$ cat config.mk
export PLATFORM = sky130hd
export DESIGN_NAME = pipeline_hazard_ctrl
export DESIGN_NICKNAME = d
export VERILOG_FILES = /design/src/rtl/pipeline_hazard_ctrl.sv
export SDC_FILE = /design/constraint.sdc
export NUM_CORES = 1
export LEC_CHECK = 0
export CELL_PAD_IN_SITES_DETAIL_PLACEMENT = 0
export CELL_PAD_IN_SITES_GLOBAL_PLACEMENT = 1
export CORE_ASPECT_RATIO = 0.9
export CORE_MARGIN = 5
export CORE_UTILIZATION = 47
export DETAILED_ROUTE_END_ITERATION = 16
export HOLD_SLACK_MARGIN = 0.02
export MAX_ROUTING_LAYER = met4
export PLACE_DENSITY_LB_ADDON = 0.08
export RECOVER_POWER = 100
export SYNTH_ARGS = -nofsm -noshare
export SYNTH_HDL_FRONTEND = slang
export SYNTH_SLANG_ARGS = --single-unit
export TNS_END_PERCENT = 20
$ cat constraint.sdc
create_clock -name clk -period 3.4 [get_ports clk]
set_clock_uncertainty 0.05 [all_clocks]
set_input_delay 0.51 -clock clk [delete_from_list [all_inputs] [get_ports clk]]
set_output_delay 0.51 -clock clk [all_outputs]
set_load 0.01 [all_outputs]
$ cat src/rtl/pipeline_hazard_ctrl.sv
// Central stall/flush controller for the 5-stage pipeline. It resolves data-memory
// freeze, branch redirects, load-use and imem waits, and keeps per-cause counters.
module pipeline_hazard_ctrl #(
  parameter int TIMEOUT = 16,
  parameter int PERF_W  = 32
) (
  input  logic              clk,
  input  logic              reset,
  input  logic [4:0]        Rs1D,
  input  logic [4:0]        Rs2D,
  input  logic [4:0]        RdE,
  input  logic              LoadE,
  input  logic              PCSrcE,
  input  logic              IMemReady,
  input  logic              DMemReqM,
  input  logic              DMemReadyM,
  input  logic [1:0]        PerfSel,
  output logic              StallF,
  output logic              StallD,
  output logic              StallE,
  output logic              StallM,
  output logic              FlushD,
  output logic              FlushE,
  output logic              FlushW,
  output logic              BusErr,
  output logic              ErrSticky,
  output logic [PERF_W-1:0] PerfData
);
  localparam int CW = $clog2(TIMEOUT);

  logic [CW-1:0]     wait_cnt;
  logic [PERF_W-1:0] perf_cnt [4];
  logic              dwait, timeout, freeze, lwstall;
  logic              win_freeze, win_redir, win_lw, win_iwait;

  function automatic logic load_use(input logic ld, input logic [4:0] rd,
                                    input logic [4:0] rs1, input logic [4:0] rs2);
    return ld & (rd != 5'd0) & ((rd == rs1) | (rd == rs2));
  endfunction

  always_comb begin
    dwait   = DMemReqM & ~DMemReadyM;
    timeout = dwait & (wait_cnt == CW'(TIMEOUT - 1));
    freeze  = dwait & ~timeout;
    lwstall = load_use(LoadE, RdE, Rs1D, Rs2D);
  end

  // Exactly one cause wins per cycle; a held pipe keeps lower causes pending.
  always_comb begin
    win_freeze = ~reset & freeze;
    win_redir  = ~reset & ~freeze & PCSrcE;
    win_lw     = ~reset & ~freeze & ~PCSrcE & lwstall;
    win_iwait  = ~reset & ~freeze & ~PCSrcE & ~lwstall & ~IMemReady;
  end

  always_comb begin
    StallF   = win_freeze | win_lw | win_iwait;
    StallD   = win_freeze | win_lw;
    StallE   = win_freeze;
    StallM   = win_freeze;
    FlushD   = win_redir | win_iwait;
    FlushE   = win_redir | win_lw;
    FlushW   = win_freeze;
    BusErr   = ~reset & timeout;
    PerfData = perf_cnt[PerfSel];
  end

  always_ff @(posedge clk) begin
    if (reset) begin
      wait_cnt  <= '0;
      ErrSticky <= 1'b0;
      for (int i = 0; i < 4; i++) perf_cnt[i] <= '0;
    end else begin
      // The timeout cycle clears the window so a still-pending request starts fresh.
      wait_cnt <= freeze ? wait_cnt + CW'(1) : '0;
      if (BusErr)     ErrSticky   <= 1'b1;
      if (win_lw)     perf_cnt[0] <= perf_cnt[0] + PERF_W'(1);
      if (win_iwait)  perf_cnt[1] <= perf_cnt[1] + PERF_W'(1);
      if (win_freeze) perf_cnt[2] <= perf_cnt[2] + PERF_W'(1);
      if (win_redir)  perf_cnt[3] <= perf_cnt[3] + PERF_W'(1);
    end
  end
endmodule

* Word level (Yosys, flattened, before mapping) *
Memory sizes are Yosys's and may differ from the RTL's.
Cells that the tools add are included.

word-level totals
  bits in registers = 5
  bits in writable memories = 128
  input bits = 24
  output and inout bits = 41
  logic and storage cells = 60
  memories = 1

operators by class
  $add $sub $neg = 5
  equality and inequality tests = 3
  muxes and demuxes = 18
  bitwise operators = 29
  reductions and logical operators = 2

memories
  memory    depth  bits a word  rd ports  clocked after memory_dff  wr ports  RTL line  RTL
  perf_cnt  4      32           5         0                         4         32        logic [PERF_W-1:0] perf_cnt [4];

operator list
  cell                                                             number
  32-bit by 1-bit adder with 32-bit output, second input constant  4
  32-bit 2-to-1 mux                                                4
  1-bit 2-to-1 mux                                                 14
  1-bit bitwise AND                                                13
  5-bit equality test                                              2
  1-bit OR                                                         9
  1-bit NOT                                                        7
  5-bit nonzero test                                               1
  4-bit by 1-bit adder with 4-bit output, second input constant    1
  4-bit equality test, second input constant                       1
  2-bit OR reduction                                               1

* Depth between registers and ports, before layout *
Gate-level depths: netlist of the first run.

  depth in word-level cells = 14
  depth in mapped cells = 8
  depth with buffers taken out = 6

* Worst setup path before layout of the first run *
No wires, ideal clock.

  kind = input to output
  start point = input DMemReqM
  end point = output StallF
  data arrival time = 2.887 ns
  required time = 2.840 ns
  setup slack = -0.047 ns
  cell stages on the path = 7
  path buffers = 1
  cell sequence = nor2b_1 > nand2b_1 > nand2b_1 > clkbuf_1 > inv_1 > nor2_1 > a31oi_1

on the way
  elaborated cells between the ends (all ways) = 13
  classes of those cells = bitwise (13)

RTL lines
  what                        RTL line  RTL
  start: declaration          15        input logic DMemReqM,
  1-bit bitwise AND (*)       42        dwait = DMemReqM & ~DMemReadyM;
  1-bit bitwise AND           43        timeout = dwait & (wait_cnt == CW'(TIMEOUT - 1));
  1-bit NOT                   44        freeze = dwait & ~timeout;
  1-bit bitwise AND (*)       44
  1-bit bitwise AND (*)       50        win_freeze = ~reset & freeze;
  named net FlushW            24        output logic FlushW,
  1-bit OR (*) (2 in series)  57        StallF = win_freeze | win_lw | win_iwait;
  end: declaration            18        output logic StallF,

The timed path passes the listed nets; every way through them passes the cells marked *.

* Worst setup path after layout of the first run *
  start point = input RdE[3]
  end point = output FlushD

on the way
  word-level cells in the longest chain between the ends = 7
  elaborated cells between the ends (all ways) = 10
  classes of those cells = eq/ne (2); bitwise (7); reduce/logical (1)

RTL lines
  what                                                       RTL line  RTL
  start: declaration                                         11        input logic [4:0] RdE,
  5-bit equality test or 5-bit nonzero test (tied branches)  38        return ld & (rd != 5'd0) & ((rd == rs1) | (rd == rs2));
  1-bit OR or 1-bit bitwise AND (tied branches)              38
  1-bit bitwise AND (*)                                      38
  1-bit NOT (*)                                              53        win_iwait = ~reset & ~freeze & ~PCSrcE & ~lwstall & ~IMemReady;
  1-bit bitwise AND (*) (2 in series)                        53
  1-bit OR (*)                                               61        FlushD = win_redir | win_iwait;
  end: declaration                                           22        output logic FlushD,

Mark *: on every way between the ends. The rest lies on a longest branch, timed or not.

==> out/results.txt, run 1 <==
Power density over cell area -> 462 nW/um2
RSZ-0062 raised after global routing -> no
Violated checks -> max-capacitance violations, max-slew violations
First-pass GRT wire length -> 32.0 mm
Endpoints failing setup -> 0
Worst Path Arrival -> 2.66 ns
Starting Density -> 0.477
Simple-gate share of the synthesized area -> 0.233
Vias per std cell -> 5.85
Status -> finished with violations
Yosys warning total -> 0
Static leakage -> 3.16 nW
Clock transition at path regs -> 0.06 ns
Core footprint -> 16800 um2
CTS sink cnt -> 133
Slew HR -> -0.247
Clk root buf -> clkbuf_16
GRT Total Usage -> 0.216
PortBufs -> 64
Most common cell after layout, fill and taps aside -> edfxtp_1
Die Area -> 19800 um2
Iter 0 DRT Violations -> 593
FP Rows -> 45
Max Cap Violations -> 2
Clock Latency Late Sink -> 0.42 ns
Share of the synthesized area in the top cell type -> 0.479
Least-Margin Pin Slew -> 1.87 ns
Final Max Slew Viols -> 65
Cell Area, Synth -> 8020 um2
Synth cell types -> 42
Fill cells -> 1443
Power Total -> 0.00438 W
1st-pass router iterations -> 5
Avg Inst Size Synth -> 11.0 um2
Sequential area share after synthesis -> 0.492
Largest net degree at the start of global routing -> 34
Post-Syn Instances -> 730
Num CTS Buffers -> 17
Most frequent cells in the layout -> 128 x edfxtp_1, 127 x nor2_1, 66 x xor2_1
Gr ovfl total -> 0
Vias -> 5954
Max Used Layer -> met4
RD Place Congestion -> 0.895
Worst Setup End Kind -> output pin
Syn-to-layout area delta -> 18.2%
WS Path Type -> in2out
Final hold vios -> 0
Worst IR Drop VDD -> 0.319 mV
Post_cts resized -> 0
CTS tree -> built
Setup TNS Final -> 0 ns
Number of global-route vias before repair -> 5630
Hold Crit Class -> reg2reg
Net count, final -> 823
Number of buffers inserted by hold repair at cts -> 0
XOR/XNOR Fraction of Synth Area -> 0.132
Worst Path Max Fanout -> 3
Share of cells above drive strength 1 -> 0.109
Antenna violations before repair -> 0
Compound-cell area share of the yosys netlist -> 0.0189
Hold WS -> 0.401 ns
Die H -> 134 um
Diodes inserted -> 0
Die extent in x -> 148 um
Placed wire-length estimate -> 14.9 mm
Largest family of logic cells by synthesized area -> simple AND/OR/NAND/NOR gates
Met3 wire len -> 1.11 mm
Crit path required time -> 2.84 ns
Synth top area cells -> edfxtp_1 48%, mux4_2 8.7%, xor2_1 7.2%, xnor2_1 6.0%, nor2_1 5.9%
Met2 wire len -> 9.18 mm
Post-Route M1 WL -> 9.73 mm
Synthesis-stage register bit count -> 133
DRT Wirelength -> 20.3 mm
Final Cycle Share -> 0.948
Worst setup SP type -> input pin
DR WL/cell -> 19.9 um
# H-tree levels -> 4
Post-synthesis mux area share -> 0.0915
Final ANT Viol Nets -> 0
Clock buffer depth -> 2
Synthesized net count -> 759
Adder-cell share of the synthesized area -> 0.00780
I/O pin count -> 65
Post-synth top area cell -> edfxtp_1
Fin crit period -> 3.22 ns
Post-CTS Setup Bufs -> 0
DRC viols -> 0
Maximum clock rate -> 0.310 GHz
-- report_power, final --
group,internal [W],switching [W]
clock,0.00122,0.000714
sequential,0.00190,0.000143
combinational,0.000213,0.000192
total,0.00334,0.00105
-- metrics by stage --
| stage | cells | instance area [um2] | worst slack [ns] | utilization |
|---|---|---|---|---|
| floorplan | 730 | 8030 | 0.496 | - |
| global placement | 986 | 8930 | 0.247 | 0.530 |
| detailed placement | 986 | 8930 | 0.246 | 0.530 |
| CTS | 1018 | 9540 | 0.233 | 0.567 |
| global route | 1018 | 9490 | 0.0839 | 0.564 |
| finish | 1018 | 9490 | 0.177 | 0.564 |
-- cells by family (layout without fill, tap and decap cells) --
logic type | count (synthesis) | after routing
adders and majority gates | 5 | 5
muxes | 33 | 33
AOI/OAI and AO/OA | 27 | 27
buffers and inverters | 47 | 124
and+or+nand+nor | 364 | 364
DFF | 133 | 133
xor gates and xnor gates | 121 | 121
-- layout make-up --
cell class / count / area (um2) / share of cell area
inverter: 12 / 45.0 / 0.00475
clock buffer: 18 / 429 / 0.0452
multi-input combinational: 550 / 3880 / 0.409
timing repair buffer: 80 / 743 / 0.0783
clock inverter: 14 / 185 / 0.0195
tap: 211 / 264 / 0.0278
sequential: 133 / 3940 / 0.416
-- final timing paths --
| path | endpoint | slack (ns) | cells after the start | start |
|---|---|---|---|---|
| hold / removal | wait_cnt[0] | 0.40 | 1 | wait_cnt[0] |
| setup reg to reg | perf_cnt[1][28] | 0.46 | 8 | wait_cnt[0] |
| setup / recovery | FlushD | 0.18 | 6 | RdE[3] |
| hold reg to reg | wait_cnt[0] | 0.40 | 1 | wait_cnt[0] |
-- cell usage after synthesis (all sizes together) --
cell type / instances
a211oi: 1
a21bo: 1
a21oi: 11
a31oi: 1
and2: 8
and3: 26
and4: 15
buf: 13
clkbuf: 22
dfxtp: 5
edfxtp: 128
ha: 5
inv: 12
mux2i: 1
mux4: 32
nand2: 43
nand2b: 5
nand3: 58
nand4: 33
nand4b: 1
nor2: 130
nor2b: 3
nor3: 13
nor4: 16
o21a: 1
o21ai: 9
o22ai: 2
o31ai: 1
or3: 10
or4: 3
xnor2: 55
xor2: 66
-- worst max-delay path: stages --
cell             delay (ns)
dlygate4sd3_1          0.59
or4_1                  0.50
o21a_1                 0.22
a21bo_2                0.22
nand2_1                0.07
clkdlybuf4s50_1        0.55
-- flip-flops by register name (all words and copies together) (netlist names) --
signal	count
wait_cnt	4
ErrSticky	1
perf_cnt	128
-- layer usage --
metal / global-route usage / vias to the layer above
li1: - / 2808
met5: - / -
met2: 0.310 / 155
met3: 0.0392 / 17
met1: 0.320 / 2974
met4: 0.0538 / 0
No activity file was read; power rests on OpenSTA's default activity.
==> run 2, diff against run 1 <==
- GPL_ROUTABILITY_DRIVEN: default -> 0
- TNS_END_PERCENT: 20 -> 100
==> results of run 2 <==
Same layout as run 1: the final DEF is identical, and so are final timing and power.
==> run 3, diff against run 2 <==
- ABC_AREA: default -> 1
- CORE_UTILIZATION: 47 -> 44
- HOLD_SLACK_MARGIN: 0.02 -> 0.1
==> run 3 against run 2 <==
The flow still finishes with violations (max-capacitance violations, max-slew violations). Final cell count rose by 59%. Worst setup slack got worse by 0.010 ns. Critical path depth did not move. Utilization fell by 4.2 points. Worst hold slack got worse by 0.0025 ns. Synthesized area rose by 16%. Count of clock-buffer cells in the layout rose by 2. Final area rose by 14%. Synthesized cell count rose by 71%. Combinational power rose by 28%.
==> out/results.txt, run 3 <==
Status -> finished with violations (unchanged)
Violated checks -> max-capacitance violations, max-slew violations (unchanged)
Largest net degree at the start of global routing -> 59 (was 34)
Most frequent cells in the layout -> 284 x nand2_1, 225 x nor2_1, 130 x inv_1 (was 128 x edfxtp_1, 127 x nor2_1, 66 x xor2_1)
Synth cell count leaders -> 283 x nand2_1, 221 x nor2_1, 129 x inv_1, 128 x edfxtp_1, 110 x a21oi_1 (was 128 x edfxtp_1, 126 x nor2_1, 66 x xor2_1, 55 x nand3_1, 55 x xnor2_1)
Die Area -> 24100 um2 (was 19800 um2)
Setup ws final -> 0.167 ns (was 0.177 ns)
DR WL/cell -> 18.2 um (was 19.9 um)
GRT Total Usage -> 0.252 (was 0.216)
Fin crit period -> 3.23 ns (was 3.22 ns)
Slew HR -> -0.200 (was -0.247)
Avg Inst Size Synth -> 7.43 um2 (was 11.0 um2)
Post-Syn Instances -> 1247 (was 730)
Final Cycle Share -> 0.951 (was 0.948)
Main synth FF type -> edfxtp_1 (unchanged)
Setup slack, reg-to-reg -> 0.43 ns (was 0.46 ns)
Sequential area share after synthesis -> 0.425 (was 0.492)
Hold WS -> 0.399 ns (was 0.401 ns)
Most common cell after layout, fill and taps aside -> nand2_1 (was edfxtp_1)
Comb power frac -> 0.116 (was 0.092)
Worst Path Max Fanout -> 5 (was 3)
Pre-CTS WS -> 0.266 ns (was 0.246 ns)
CTS tree -> built (unchanged)
DRC viols -> 0 (unchanged)
Die H -> 148 um (was 134 um)
RSZ-0062 raised after global routing -> no (unchanged)
Hold Startpoint -> wait_cnt[0] (unchanged)
Post-synth EDFFs -> 128 (unchanged)
WS Path Type -> in2out (unchanged)
Post-synth top area cell -> edfxtp_1 (unchanged)
Number of global-route vias before repair -> 8108 (was 5630)
Yosys warning total -> 0 (unchanged)
Clk root buf -> clkbuf_16 (unchanged)
Number of flip-flops in the largest register -> 128 (unchanged)
1st-pass router iterations -> 5 (unchanged)
Biggest registers after layout -> perf_cnt x128, wait_cnt x4, ErrSticky x1 (unchanged)
RR Endpoint -> perf_cnt[1][11] (was perf_cnt[1][28])
Cell Area, Synth -> 9270 um2 (was 8020 um2)
Synth top area cells -> edfxtp_1 41%, nand2_1 11%, nor2_1 8.9%, a21oi_1 5.9%, inv_1 5.2% (was edfxtp_1 48%, mux4_2 8.7%, xor2_1 7.2%, xnor2_1 6.0%, nor2_1 5.9%)
Worst IR Drop VDD -> 0.252 mV (was 0.319 mV)
Power Total -> 0.00448 W (was 0.00438 W)
Max Cap Violations -> 1 (was 2)
Power density over cell area -> 414 nW/um2 (was 462 nW/um2)
Syn-to-layout area delta -> 16.7% (was 18.2%)
Maximum clock rate -> 0.309 GHz (was 0.310 GHz)
Reg2Reg Depth -> 9 (was 8)
Vias -> 8704 (was 5954)
Static leakage -> 3.94 nW (was 3.16 nW)
Cell-internal power -> 0.00326 W (was 0.00334 W)
Post-CTS Setup Bufs -> 0 (unchanged)
Starting Density -> 0.446 (was 0.477)
Vias per std cell -> 5.38 (was 5.85)
FP Rows -> 50 (was 45)
Hold Crit Class -> reg2reg (unchanged)
Endpoints failing setup -> 0 (unchanged)
Number of buffers inserted by hold repair at cts -> 0 (unchanged)
Clock buffer depth -> 2 (unchanged)
DRT Wirelength -> 29.5 mm (was 20.3 mm)
Flop pwr share -> 0.451 (was 0.467)
Async SR Flop Fraction -> 0 (unchanged)
Die extent in x -> 163 um (was 148 um)
PortBufs -> 64 (unchanged)
I/O pin count -> 65 (unchanged)
Clock transition at path regs -> 0.06 ns (about the same)
Worst Setup End Kind -> output pin (unchanged)
Gr ovfl total -> 0 (unchanged)
Crit path required time -> 2.84 ns (about the same)
Post_cts resized -> 0 (unchanged)
Synthesized net count -> 1276 (was 759)
R2r startpoint -> wait_cnt[0] (unchanged)
Final ANT Viol Nets -> 0 (unchanged)
Clock Latency Late Sink -> 0.43 ns (was 0.42 ns)
Share of the synthesized area in the top cell type -> 0.415 (was 0.479)
Worst Path Arrival -> 2.67 ns (was 2.66 ns)
Most flop-heavy register -> perf_cnt (unchanged)
Switching share of total power -> 0.271 (was 0.239)
# H-tree levels -> 4 (unchanged)
Diodes inserted -> 0 (unchanged)
CTS sink cnt -> 133 (unchanged)
Final Max Slew Viols -> 33 (was 65)
Net count, final -> 1348 (was 823)
Top-count cell post-synth -> nand2_1 (was edfxtp_1)
Worst Hold Depth -> 1 (unchanged)
Final hold vios -> 0 (unchanged)
Setup TNS Final -> 0 ns (unchanged)
Worst setup SP type -> input pin (unchanged)
Core footprint -> 20800 um2 (was 16800 um2)
Share of cells above drive strength 1 -> 0.0826 (was 0.109)
Least-Margin Pin Slew -> 1.80 ns (was 1.87 ns)
Iter 0 DRT Violations -> 899 (was 593)
Synthesis-stage register bit count -> 133 (unchanged)
Clock Power Share -> 0.433 (was 0.441)
NetSw -> 0.00122 W (was 0.00105 W)
Hold EP -> wait_cnt[0] (unchanged)
Synth cell types -> 40 (was 42)
First-pass GRT wire length -> 45.7 mm (was 32.0 mm)
Placed wire-length estimate -> 22.3 mm (was 14.9 mm)
Num CTS Buffers -> 17 (unchanged)
Antenna violations before repair -> 0 (unchanged)
-- run 3: cell count changes after synthesis, moves of 15 or more --
cell / delta
inv_1: +117
and3_1: -25
nor3_1: +26
a21oi_1: +99
nand2_1: +240
xnor2_1: -45
mux4_2: -31
and4_1: -15
nor2_1: +95
nand3b_1: +16
xor2_1: -31
o21ai_0: +53
-- run 3: per-layer routing --
metal  GRT usage  routed length (um)
met1       0.363               13800
met2       0.368               13000
met3      0.0541                2300
met4      0.0549                 293
met5           -                   0
-- run 3: cell families after synthesis --
logic type | after synthesis | share of synthesized area
buffers and inverters | 175 | 0.0762
adder cells (fa/ha/maj) | 5 | 0.00675
flip-flops | 133 | 0.425
AO/OA/AOI/OAI | 191 | 0.108
AND/OR/NAND/NOR | 698 | 0.341
XOR/XNOR | 45 | 0.0425
-- run 3: worst max-delay path, cell delays in order --
cell	delay, ns
dlygate4sd3_1	0.59
inv_1	0.10
clkbuf_1	0.35
nand3_1	0.33
nand2_1	0.17
dlygate4sd3_1	0.62
-- run 3: how the worst max path moves through the flow --
| stage | startpoint | endpoint | slack, ns | cells after the start |
|---|---|---|---|---|
| after global placement | PerfSel[0] | PerfData[15] | 0.28 | 7 |
| after floorplan | wait_cnt[0] | perf_cnt[0][0] | 0.55 | 8 |
| after detailed placement | PerfSel[0] | PerfData[15] | 0.27 | 7 |
| after global routing | wait_cnt[0] | FlushE | 0.07 | 8 |
| after CTS | PerfSel[0] | PerfData[15] | 0.26 | 7 |
| final | reset | FlushE | 0.17 | 6 |
-- run 3: metrics by stage --
step | utilization | cell area, um2 | std cells
after floorplan | - | 9270 | 1247
after global placement | 0.496 | 10300 | 1586
after detailed placement | 0.496 | 10300 | 1586
after CTS | 0.525 | 10900 | 1618
after global routing | 0.521 | 10800 | 1618
final | 0.521 | 10800 | 1618
-- run 3: final cells by class --
cell class                 instances  area, um2
inverter                         142        533
clock buffer                      20        447
multi-input combinational        939       4570
clock inverter                    12        154
fill                            2124       9950
tap                              286        358
timing repair buffer              86        815
sequential                       133       3940
-- run 3: power by group through the flow --
stage | sequential (W) | clock [W] | combinational, W
after floorplan | 0.00200 | 0 | 0.000304
after global placement | 0.00205 | 0 | 0.000541
after detailed placement | 0.00205 | 0 | 0.000544
after CTS | 0.00202 | 0.00196 | 0.000547
after global routing | 0.00203 | 0.00204 | 0.000572
final | 0.00202 | 0.00194 | 0.000519
